## config.mk

```make
export PLATFORM = sky130hd
export DESIGN_NAME = fft_sequencer
export DESIGN_NICKNAME = d
export VERILOG_FILES = /design/src/rtl/fft_pkg.sv /design/src/rtl/fft_adr_gen.sv /design/src/rtl/fft_sequencer.sv
export SDC_FILE = /design/constraint.sdc
export NUM_CORES = 1
export LEC_CHECK = 0
export CAP_MARGIN = 30
export CELL_PAD_IN_SITES_DETAIL_PLACEMENT = 0
export CELL_PAD_IN_SITES_GLOBAL_PLACEMENT = 2
export CORE_MARGIN = 2
export CORE_UTILIZATION = 30
export CTS_CLUSTER_SIZE = 24
export DETAILED_ROUTE_END_ITERATION = 10
export GPL_ROUTABILITY_DRIVEN = 0
export PLACE_DENSITY_LB_ADDON = 0.1
export SLEW_MARGIN = 10
export SYNTH_ARGS = -nofsm -noshare
export SYNTH_HDL_FRONTEND = slang
export SYNTH_SLANG_ARGS = --single-unit
```

## constraint.sdc

```tcl
create_clock -name clk -period 13.1 [get_ports clk]
set_clock_uncertainty 0.05 [all_clocks]
set_input_delay 3.93 -clock clk [delete_from_list [all_inputs] [get_ports clk]]
set_output_delay 3.93 -clock clk [all_outputs]
set_load 0.01 [all_outputs]
```

## src/rtl/fft_pkg.sv

```systemverilog
// Shared types and default sizes for the in-place radix-2 DIT FFT sequencer.
package fft_pkg;

  localparam int LOG2N_DEF = 11;
  localparam int N_DEF     = 1 << LOG2N_DEF;

  typedef enum logic [1:0] {
    IDLE  = 2'd0,
    RUN   = 2'd1,
    DRAIN = 2'd2,
    DONE  = 2'd3
  } fft_state_e;

  typedef logic [LOG2N_DEF-1:0] fft_adr_t;
  typedef logic [LOG2N_DEF-2:0] fft_tw_t;

endpackage

```

## src/rtl/fft_adr_gen.sv

```systemverilog
// Butterfly address generator: maps (stage, butterfly index) to the two
// operand addresses and the twiddle ROM index of an in-place DIT pass.
module fft_adr_gen #(
  parameter int LOG2N = 11,
  parameter int SW    = 4
) (
  input  logic [SW-1:0]    stage_i,
  input  logic [LOG2N-2:0] bfly_i,
  output logic [LOG2N-1:0] adr_a_o,
  output logic [LOG2N-1:0] adr_b_o,
  output logic [LOG2N-2:0] tw_o
);

  localparam int TW = LOG2N - 1;

  logic [LOG2N-1:0] bfly_w_s;
  logic [LOG2N-1:0] lo_s;
  logic [LOG2N-1:0] hi_s;

  // Split the butterfly index around bit 'stage' and insert a zero there for A.
  always_comb begin
    bfly_w_s = {1'b0, bfly_i};
    lo_s     = bfly_w_s & ~({LOG2N{1'b1}} << stage_i);
    hi_s     = bfly_w_s >> stage_i;
    adr_a_o  = ((hi_s << stage_i) << 1'b1) | lo_s;
    adr_b_o  = adr_a_o | (LOG2N'(1) << stage_i);
    // lo << (LOG2N-1-stage), done as a fixed left shift then a right shift
    // in a double-width word so no bits are lost before truncation.
    tw_o     = TW'(({{LOG2N{1'b0}}, lo_s} << (LOG2N - 1)) >> stage_i);
  end

endmodule

```

## src/rtl/fft_sequencer.sv

```systemverilog
// Control sequencer for an in-place radix-2 DIT FFT over two ping-pong RAM
// banks: issues one butterfly per cycle, delays write addresses by the
// datapath latency and drains between stages to avoid read-after-write hazards.
module fft_sequencer
  import fft_pkg::*;
#(
  parameter int LOG2N = LOG2N_DEF,
  parameter int LAT   = 2
) (
  input  logic             clk,
  input  logic             reset,
  input  logic             start,
  output logic             busy,
  output logic             done,
  output logic             rdsel,
  output logic             we0,
  output logic [LOG2N-1:0] adr0a,
  output logic [LOG2N-1:0] adr0b,
  output logic             we1,
  output logic [LOG2N-1:0] adr1a,
  output logic [LOG2N-1:0] adr1b,
  output logic [LOG2N-2:0] twiddleadr
);

  localparam int SW = (LOG2N > 1) ? $clog2(LOG2N) : 1;
  localparam int BW = LOG2N - 1;
  localparam int CW = $clog2(LAT + 1);

  fft_state_e       state_q, state_d;
  logic [SW-1:0]    stage_q, stage_d;
  logic [BW-1:0]    bfly_q, bfly_d;
  logic [CW-1:0]    cnt_q, cnt_d;

  logic [LAT-1:0]   valid_q, valid_d;
  logic [LOG2N-1:0] pa_q [LAT];
  logic [LOG2N-1:0] pa_d [LAT];
  logic [LOG2N-1:0] pb_q [LAT];
  logic [LOG2N-1:0] pb_d [LAT];

  logic [LOG2N-1:0] rda_q, rda_d, rdb_q, rdb_d;
  logic [BW-1:0]    tw_q, tw_d;

  logic             issue_s;
  logic [LOG2N-1:0] gen_a_s, gen_b_s;
  logic [BW-1:0]    gen_tw_s;
  logic [LOG2N-1:0] rd_a_s, rd_b_s, wr_a_s, wr_b_s;
  logic             wr_valid_s;

  fft_adr_gen #(.LOG2N(LOG2N), .SW(SW)) u_adr_gen (
    .stage_i (stage_q),
    .bfly_i  (bfly_q),
    .adr_a_o (gen_a_s),
    .adr_b_o (gen_b_s),
    .tw_o    (gen_tw_s)
  );

  assign issue_s = (state_q == RUN);

  // Next-state logic: stage/butterfly counters and the per-stage drain.
  always_comb begin
    state_d = state_q;
    stage_d = stage_q;
    bfly_d  = bfly_q;
    cnt_d   = cnt_q;
    case (state_q)
      IDLE: begin
        if (start) begin
          state_d = RUN;
          stage_d = {SW{1'b0}};
          bfly_d  = {BW{1'b0}};
        end else begin
          state_d = IDLE;
        end
      end
      RUN: begin
        bfly_d = bfly_q + BW'(1);
        if (&bfly_q) begin
          state_d = DRAIN;
          cnt_d   = CW'(LAT);
        end else begin
          state_d = RUN;
        end
      end
      DRAIN: begin
        if (cnt_q == CW'(1)) begin
          cnt_d = {CW{1'b0}};
          if (stage_q == SW'(LOG2N - 1)) begin
            state_d = DONE;
          end else begin
            state_d = RUN;
            stage_d = stage_q + SW'(1);
          end
        end else begin
          cnt_d = cnt_q - CW'(1);
        end
      end
      DONE: begin
        state_d = IDLE;
        stage_d = {SW{1'b0}};
      end
      default: begin
        state_d = IDLE;
      end
    endcase
  end

  // Write-side delay line; address stages only load when a valid entry moves in,
  // and the read-side/twiddle values hold between issues.
  always_comb begin
    valid_d[0] = issue_s;
    if (issue_s) begin
      pa_d[0] = gen_a_s;
      pb_d[0] = gen_b_s;
      rda_d   = gen_a_s;
      rdb_d   = gen_b_s;
      tw_d    = gen_tw_s;
    end else begin
      pa_d[0] = pa_q[0];
      pb_d[0] = pb_q[0];
      rda_d   = rda_q;
      rdb_d   = rdb_q;
      tw_d    = tw_q;
    end
    for (int i = 1; i < LAT; i++) begin
      valid_d[i] = valid_q[i-1];
      if (valid_q[i-1]) begin
        pa_d[i] = pa_q[i-1];
        pb_d[i] = pb_q[i-1];
      end else begin
        pa_d[i] = pa_q[i];
        pb_d[i] = pb_q[i];
      end
    end
  end

  // State, counters, delay line and held addresses.
  always_ff @(posedge clk) begin
    if (reset) begin
      state_q <= IDLE;
      stage_q <= {SW{1'b0}};
      bfly_q  <= {BW{1'b0}};
      cnt_q   <= {CW{1'b0}};
      valid_q <= {LAT{1'b0}};
      rda_q   <= {LOG2N{1'b0}};
      rdb_q   <= {LOG2N{1'b0}};
      tw_q    <= {BW{1'b0}};
      for (int i = 0; i < LAT; i++) begin
        pa_q[i] <= {LOG2N{1'b0}};
        pb_q[i] <= {LOG2N{1'b0}};
      end
    end else begin
      state_q <= state_d;
      stage_q <= stage_d;
      bfly_q  <= bfly_d;
      cnt_q   <= cnt_d;
      valid_q <= valid_d;
      rda_q   <= rda_d;
      rdb_q   <= rdb_d;
      tw_q    <= tw_d;
      for (int i = 0; i < LAT; i++) begin
        pa_q[i] <= pa_d[i];
        pb_q[i] <= pb_d[i];
      end
    end
  end

  // Output decode: read bank gets fresh addresses, the other bank the delayed ones.
  always_comb begin
    rd_a_s     = issue_s ? gen_a_s : rda_q;
    rd_b_s     = issue_s ? gen_b_s : rdb_q;
    wr_a_s     = pa_q[LAT-1];
    wr_b_s     = pb_q[LAT-1];
    wr_valid_s = valid_q[LAT-1];
    rdsel      = stage_q[0];
    we0        = wr_valid_s & rdsel;
    we1        = wr_valid_s & ~rdsel;
    adr0a      = rdsel ? wr_a_s : rd_a_s;
    adr0b      = rdsel ? wr_b_s : rd_b_s;
    adr1a      = rdsel ? rd_a_s : wr_a_s;
    adr1b      = rdsel ? rd_b_s : wr_b_s;
    twiddleadr = issue_s ? gen_tw_s : tw_q;
    busy       = (state_q != IDLE);
    done       = (state_q == DONE);
  end

endmodule
```

Word level (Yosys, flattened, before mapping)
Memory sizes are Yosys's and may differ from the RTL's. Index checks and enable logic that the tools add are counted.

$add $sub $neg: 3. $mul: 0. Divide/modulo/power cells: 0. $lt $le $gt $ge: 0. Eq/ne operators: 9. Shift-type cells: 5. Mux-type cells: 32. Bitwise logic cells: 11. Reductions and logical operators: 9.

Operator list (number): $mux 11 (14); $or 11x11->11 (2); $shr 21x4->10 (1); $mux 10 (2); $pmux 10 s2 (1); $mux 4 (3); $pmux 4 s3 (1); $and 10x11->11 (1); $not 11->11 (1); $shl 1x4->11 const A (1); $shl 11x4->10 (1); $shl 11x4->11 const A (1); $shr 10x4->11 (1); $add 10x1->10 const B (1); $mux 2 (5); $reduce_and 10->1 (1); $pmux 2 s4 (1); $ne 2x2->1 const B (3); $reduce_bool 2->1 (3); $add 4x1->4 const B (1); $eq 2x1->1 const B (2); $eq 2x2->1 const B (2); $eq 4x4->1 const B (1); $mux 1 (4); other kinds (10) (15).

Register bits after elaboration: 52. Bits in latches: 0. Bits in writable memories: 44. Memory bits (read-only): 0. Memories: 2.

Memories: pa_q (depth 2, width 11, read ports 2, clocked after memory_dff 0, write ports 2, RTL line fft_sequencer.sv:35) `logic [LOG2N-1:0] pa_q [LAT];`; pb_q (depth 2, width 11, read ports 2, clocked after memory_dff 0, write ports 2, RTL line fft_sequencer.sv:37) `logic [LOG2N-1:0] pb_q [LAT];`.

Logic depth before layout (Yosys ltp)
Gate-level depths: netlist of the first run.

Depth in word-level cells: 7. Mapped depth: 13. Mapped depth without buffers: 9.

By module
From an unflattened synthesis of the first run, not the netlist that was laid out.

Cell total of the unflattened synthesis: 694. Area total of the unflattened synthesis: 5215.0 sq um.

By module, submodules not included: fft_sequencer (times used 1, cells each 512, area each 4055.1 sq um, sequential area each 1921.8 sq um); fft_adr_gen (times used 1, cells each 182, area each 1159.9 sq um, sequential area each 0.0 sq um).

Worst setup path after synthesis of the first run
No wires, ideal clock.

Path type: register to output. From: register stage_q[0]. To: output twiddleadr[4]. Arrival: 3.142 ns. Required time: 9.120 ns. Slack: 5.978 ns. Stages on the path, launching flop included: 13. Cells stage by stage: dfxtp_1 buf_6 buf_2 inv_1 clkbuf_1 clkbuf_1 ha_1 or3b_2 clkbuf_1 a31oi_1 o21ai_0 a221oi_1 nor2_1.

Word-level cells in the longest chain between the ends: 5.

Ends and longest elaborated chain: start: declaration (RTL line fft_sequencer.sv:30) `logic [SW-1:0] stage_q, stage_d;`; start signal: assignment (RTL line fft_sequencer.sv:140) `stage_q <= {SW{1'b0}};`; start signal: assignment (RTL line fft_sequencer.sv:153) `stage_q <= stage_d;`; $shl 11x4->11 (RTL line fft_adr_gen.sv:23) `lo_s = bfly_w_s & ~({LOG2N{1'b1}} << stage_i);`; $not 11->11 (RTL line fft_adr_gen.sv:23); $and 10x11->11 (RTL line fft_adr_gen.sv:23); $shr 21x4->10 (*) (RTL line fft_adr_gen.sv:29) `tw_o = TW'(({{LOG2N{1'b0}}, lo_s} << (LOG2N - 1)) >> stage_i);`; $mux 10 (*); end: declaration (RTL line fft_sequencer.sv:22) `output logic [LOG2N-2:0] twiddleadr`.

Mark *: on every way between the ends. The rest lies on a longest branch, timed or not.

Final worst setup path of the first run
From: register stage_q[0]. To: output twiddleadr[6].

Same word-level chain as after synthesis.

==> results of run 1 <==
## per-layer routing
layer,vias up,routed length (um)
met4,0,368
li1,2576,-
met5,-,0
met2,144,7840
met1,2506,8360
met3,25,736
## through the flow
| step | hold slack (ns) | power (mW) | utilization | instance area, um2 | worst slack, ns |
|---|---|---|---|---|---|
| 2_1_floorplan | 0.386 | 0.386 | - | 5490 | 5.98 |
| 3_3_place_gp | 0.393 | 0.433 | 0.345 | 6200 | 5.29 |
| 3_5_place_dp | 0.399 | 0.434 | 0.345 | 6200 | 5.26 |
| 4_1_cts | 0.411 | 0.707 | 0.362 | 6500 | 4.84 |
| 5_1_grt | 0.434 | 0.731 | 0.362 | 6500 | 4.39 |
| 6_report | 0.408 | 0.694 | 0.362 | 6500 | 4.76 |
## layout make-up
class | instances | area [um2]
Tap cell | 229 | 287
Clock inverter | 6 | 62.6
Inverter | 15 | 56.3
Clock buffer | 10 | 239
Fill cell | 1900 | 11500
Timing Repair Buffer | 71 | 681
Sequential cell | 96 | 1930
Multi-Input combinational cell | 532 | 3250
## cell families after synthesis
| logic type | count (synthesis) |
|---|---|
| mux | 46 |
| xor+xnor | 2 |
| fa+ha+maj | 10 |
| flops | 96 |
| buf+inv | 78 |
| compound gates | 200 |
| simple gates | 274 |
## path summary, 6_finish.rpt
| kind | from | to | slack (ns) |
|---|---|---|---|
| worst max-delay path | stage_q[0] | twiddleadr[6] | 4.76 |
| worst min-delay path | pa_q[0][4] | pa_q[0][4] | 0.41 |
| worst max register to register | stage_q[0] | tw_q[6] | 9.38 |
| worst min register to register | pa_q[0][4] | pa_q[0][4] | 0.41 |
## cells in the mapped netlist (all sizes together) (13+ instances only)
master    n  area share
o22ai    13       0.015
nor2    126       0.088
clkbuf   42       0.029
o21ai    47       0.043
buf      21       0.019
nand2    52       0.036
mux2i    31       0.057
nor2b    20       0.023
dfxtp    96        0.35
a21oi    38       0.035
inv      15       0.010
a31oi    25       0.029
nor3     27       0.025
## power by group through the flow
stage          clock network, mW  logic [mW]  registers [mW]
2_1_floorplan                  0      0.0728           0.313
3_3_place_gp                   0       0.118           0.316
3_5_place_dp                   0       0.118           0.316
4_1_cts                    0.279       0.118           0.309
5_1_grt                    0.292       0.129           0.311
6_report                   0.268       0.116           0.309
## flip-flops by register name, summed over array words and instances (netlist names)
| register | cells |
|---|---|
| valid_q | 2 |
| rdb_q | 11 |
| state_q | 2 |
| pb_q | 22 |
| bfly_q | 10 |
| tw_q | 10 |
| stage_q | 4 |
| pa_q | 22 |
| cnt_q | 2 |
| rda_q | 11 |
## tightest hold or removal path, stage by stage (launching register included)
cell,delay (ns)
dfxtp_1,0.31
nand2_1,0.05
a21oi_1,0.05
==> results.yml, run 1 <==
global_route:
  grt_antenna_before_repair: 0
  met2_usage: 0.275
  grt_util_all_layers: 0.180
  grt_pass1_wl_mm: 27.9
  grt_max_degree: 94
  use_met1: 0.259
  grt_pass1_vias: 4864
  use_met3: 0.0241
  grt-busiest-layer: "met2"
  grt_overflow_total: 0
critical_path:
  slowest_delay_ns: 0.77
  worstSetupStartpointType: "register"
  reg2reg_depth: 10
  worst-path-stages: 11
  crit_family: "buffers and inverters"
  arrival_ns: 4.36
  cp.required_ns: 9.12
  cp_slowest_cell: "a2111oi_0"
  path_max_fanout: 93
  crit_top_cell: "buf_4"
  path_buf_inv: 4
  end_kind: "primary output"
  worstSetupPathType: "register to primary output"
  crit_chain: "buf_4 > inv_1 > buf_4 > ha_1 > nand2b_1 > a31oi_1 > o21ai_0 > o2111a_1 > a2111oi_0 > nor2_1 > clkdlybuf4s50_1"
power:
  ir_drop_v: 0.0000596
  switching_share: 0.292
  combinationalPowerShare: 0.168
  clock_power_share: 0.386
  p_per_area_mw_per_mm2: 107
  sequentialPowerShare: 0.446
  leakagePower_nw: 2.29
  internal-power_mw: 0.492
  netSwitchingPower_mw: 0.202
final_layout:
  final_common_cell: "nor2_1"
  layout-drive-gt1-share: 0.0753
  final_cell_mix: "nor2_1 (125), dfxtp_1 (95), clkdlybuf4s50_1 (60), nand2_1 (52), o21ai_0 (45)"
  antenna_cells: 0
  fin_cells: 959
  final_nets: 738
  synthToLayoutAreaGrowth_pct: 18.6
floorplanning:
  coreArea_mm2: 0.0180
  die_h_um: 139
  num_rows: 49
  start_util: 0.305
  io_pins: 62
  fp.dieW_um: 139
  design.die.area_mm2: 0.0194
synthesis:
  netlist_area_mm2: 0.00549
  yosysSeqAreaShare: 0.350
  synth_xor_area_frac: 0.00319
  synthAdderAreaFrac: 0.0228
  yosys_warnings: 0
  muxShareOfSynthArea: 0.0942
  syn_inst: 706
  syn-num-nets: 719
  synth_top_family_by_area: "compound AO/OA/AOI/OAI gates"
  synth.distinct_cells: 67
  yosys.area_share.simple: 0.227
  async_reset_ff_frac: 0
  synth_flop_cell: "dfxtp_1"
  synth_edf_count: 0
  synth_compound_area_frac: 0.245
  syn_area_per_cell_um2: 7.77
  synth_seq_cells: 96
clock_network:
  clock-sinks: 96
  cts_root_buffer: "clkbuf_16"
  cts_buffer_depth: 2
  ctsResizeCount: 0
  postCtsSetupBuffers: 0
  numCtsBuffers: 9
  path_clk_slew_ns: 0.08
  htreeDepth: 3
  cts_tree: "yes"
  worstSkewPairLatency_ns: 0.36
  ctsHoldBuffers: 0
worst_hold_path:
  hold_path.class: "register to register"
  hold_depth: 2
detailed_routing:
  drcViolationCount: 0
  wire_per_inst_um: 18.0
  num_vias: 5251
  antenna_left: 0
  drt_iter0_drc: 284
  viasPerCell: 5.48
  wl_mm: 17.3
  firstDrtPassIters: 5
placement:
  dpl.hpwl_mm: 11.3
  io_buffers: 61
  placed_cells: 943
timing:
  clock.fmax_mhz: 120
  fin_crit_ns: 8.34
  final_max_slew_viol_count: 0
  setup_violations: 0
  worstMarginPinSlew_ns: 0.960
  finalSetupTns_ns: 0
  slew_headroom: 0.360
  period_share: 0.637
  hold_viol_final: 0
  rsz0062_at_grt: "no"
status:
  status: "complete, no violations"
run:
  max_cap_viol_count: 0
(Power assumes the default switching activity.)
==> run 2: changes to the inputs <==
==> constraint.sdc (replaced) <==
create_clock -name clk -period 6.7 [get_ports clk]
set_clock_uncertainty 0.05 [all_clocks]
set_input_delay 2.01 -clock clk [delete_from_list [all_inputs] [get_ports clk]]
set_output_delay 2.01 -clock clk [all_outputs]
set_load 0.01 [all_outputs]
==> run 2 against run 1 <==
  * Register-to-register slack worse by 5.7 ns
  * Via count is 1.6% higher
  * Worst hold slack improved by 0.0014 ns
  * Sequential cell count is the same
  * Sequential share of layout area shrank 0.25 points
  * Non-clock buffer count is 4 higher
  * Die area did not move
  * Global-route usage barely moved
  * Critical path type unchanged
  * Largest power group unchanged
==> results.yml, run 2 (synthesized netlist as in run 1, its figures left out) <==
floorplanning:
  start_util: 0.305
  io_pins: 62
  coreArea_mm2: 0.0180
  fp.dieW_um: 139
  num_rows: 49
  design.die.area_mm2: 0.0194
  die_h_um: 139
timing:
  clock.fmax_mhz: 172
  period_share: 0.866
  slew_headroom: 0.338
  final_max_slew_viol_count: 0
  fin_crit_ns: 5.80
  rsz0062_at_grt: "no"
  finalSetupTns_ns: 0
  hold_viol_final: 0
  worstMarginPinSlew_ns: 0.991
  setup_violations: 0
  worst_slack_ns: 0.900
global_route:
  grt_antenna_before_repair: 0
  grt_util_all_layers: 0.180
  grt_overflow_total: 0
  grt_max_degree: 95
  grt_pass1_vias: 4926
  grt_pass1_wl_mm: 27.9
detailed_routing:
  wl_met1_mm: 8.30
  wl_mm: 17.6
  highest_layer: "met4"
  drcViolationCount: 0
  met2_length_mm: 8.19
  wire_per_inst_um: 18.3
  drt_iter0_drc: 334
  dr_wl_met3_um: 932
  viasPerCell: 5.54
  num_vias: 5335
  antenna_left: 0
  firstDrtPassIters: 5
critical_path:
  reg2reg_depth: 8
  crit_top_cell: "a211oi_1"
  crit_chain: "mux2_2 > mux4_2 > nor2_4 > a211oi_1 > a211oi_1 > o22ai_1 > clkdlybuf4s50_1"
  end_kind: "primary output"
  slowest_delay_ns: 0.77
  path_max_fanout: 61
  path_buf_inv: 1
  crit_family: "multiplexers"
  worstSetupStartpointType: "register"
  arrival_ns: 3.74
  worstSetupPathType: "register to primary output"
  cp_slowest_cell: "dfxtp_4"
  cp.required_ns: 4.64
  worst-path-stages: 7
clock_network:
  cts_tree: "yes"
  cts_root_buffer: "clkbuf_16"
  ctsHoldBuffers: 0
  htreeDepth: 3
  cts_buffer_depth: 2
  postCtsSetupBuffers: 0
  clock-sinks: 96
  numCtsBuffers: 9
  path_clk_slew_ns: 0.07
  worstSkewPairLatency_ns: 0.35
  ctsResizeCount: 0
final_layout:
  layout-drive-gt1-share: 0.0790
  final_cell_mix: "nor2_1 (125), dfxtp_1 (95), clkdlybuf4s50_1 (60), nand2_1 (52), o21ai_0 (45)"
  antenna_cells: 0
  final_nets: 742
  final_common_cell: "nor2_1"
  synthToLayoutAreaGrowth_pct: 19.6
  nFillCells: 1875
  largest_registers: "pa_q: 22 flops, pb_q: 22 flops"
placement:
  dpl.hpwl_mm: 11.7
  io_buffers: 61
  dp_slack_ns: 1.29
power:
  switching_share: 0.279
  ir_drop_v: 0.000114
  leakagePower_nw: 2.32
  clock_power_share: 0.395
  internal-power_mw: 0.998
  netSwitchingPower_mw: 0.387
  combinationalPowerShare: 0.163
  sequentialPowerShare: 0.442
  p_per_area_mw_per_mm2: 211
run:
  max_cap_viol_count: 0
status:
  status: "complete, no violations"
worst_hold_path:
  hold_path.class: "register to register"
  hold_depth: 2
==> run 2: cell count changes in the layout (fill, tap and decap cells not counted) <==
cell,previous run,this run
buf_1,0,1
buf_16,0,1
buf_4,10,12
bufinv_16,0,1
clkinv_2,0,1
clkinv_4,3,0
clkinv_8,1,0
inv_6,1,3
==> run 2: final timing paths <==
check,slack (ns),from,endpoint
worst min-delay path,0.41,pa_q[0][4],pa_q[0][4]
worst max-delay path,0.90,stage_q[0],adr1b[2]
worst max register to register,3.67,stage_q[1],tw_q[0]
worst min register to register,0.41,pa_q[0][4],pa_q[0][4]
==> run 2: layout make-up <==
type | instances | area, um2 | area share
multi-input combinational | 532 | 3250 | 0.496
sequential | 96 | 1930 | 0.294
timing repair buffer | 75 | 727 | 0.111
tap | 229 | 287 | 0.0437
clock buffer | 10 | 239 | 0.0364
clock inverter | 6 | 72.6 | 0.0111
inverter | 15 | 56.3 | 0.00858
==> run 2: per-layer routing <==
metal | track usage | vias up
met1 | 0.249 | 2552
met3 | 0.0289 | 13
met5 | 0 | -
met4 | 0.0484 | 0
li1 | - | 2591
met2 | 0.294 | 179
==> run 2: through the flow <==
stage,utilization,instance area (um2),hold WS (ns),std cells,power (mW)
floorplan,-,5490,0.386,706,0.755
finish,0.365,6560,0.409,963,1.38
detailed placement,0.346,6220,0.400,946,0.851
global route,0.365,6560,0.432,963,1.46
CTS,0.364,6530,0.410,962,1.41
global placement,0.346,6220,0.393,945,0.849
==> run 2: worst min-delay path, delay by kind of cell, from the launching register on <==
family | cells | cell delay [ns]
compound gates | 1 | 0.05
flops | 1 | 0.31
simple gates | 1 | 0.05
==> run 2: power groups by stage <==
| stage | combinational (mW) | clock [mW] | sequential (mW) |
|---|---|---|---|
| final | 0.226 | 0.547 | 0.612 |
| after global placement | 0.224 | 0 | 0.625 |
| after global routing | 0.248 | 0.593 | 0.616 |
| after floorplan | 0.142 | 0 | 0.612 |
| after CTS | 0.227 | 0.567 | 0.612 |
| after detailed placement | 0.226 | 0 | 0.625 |
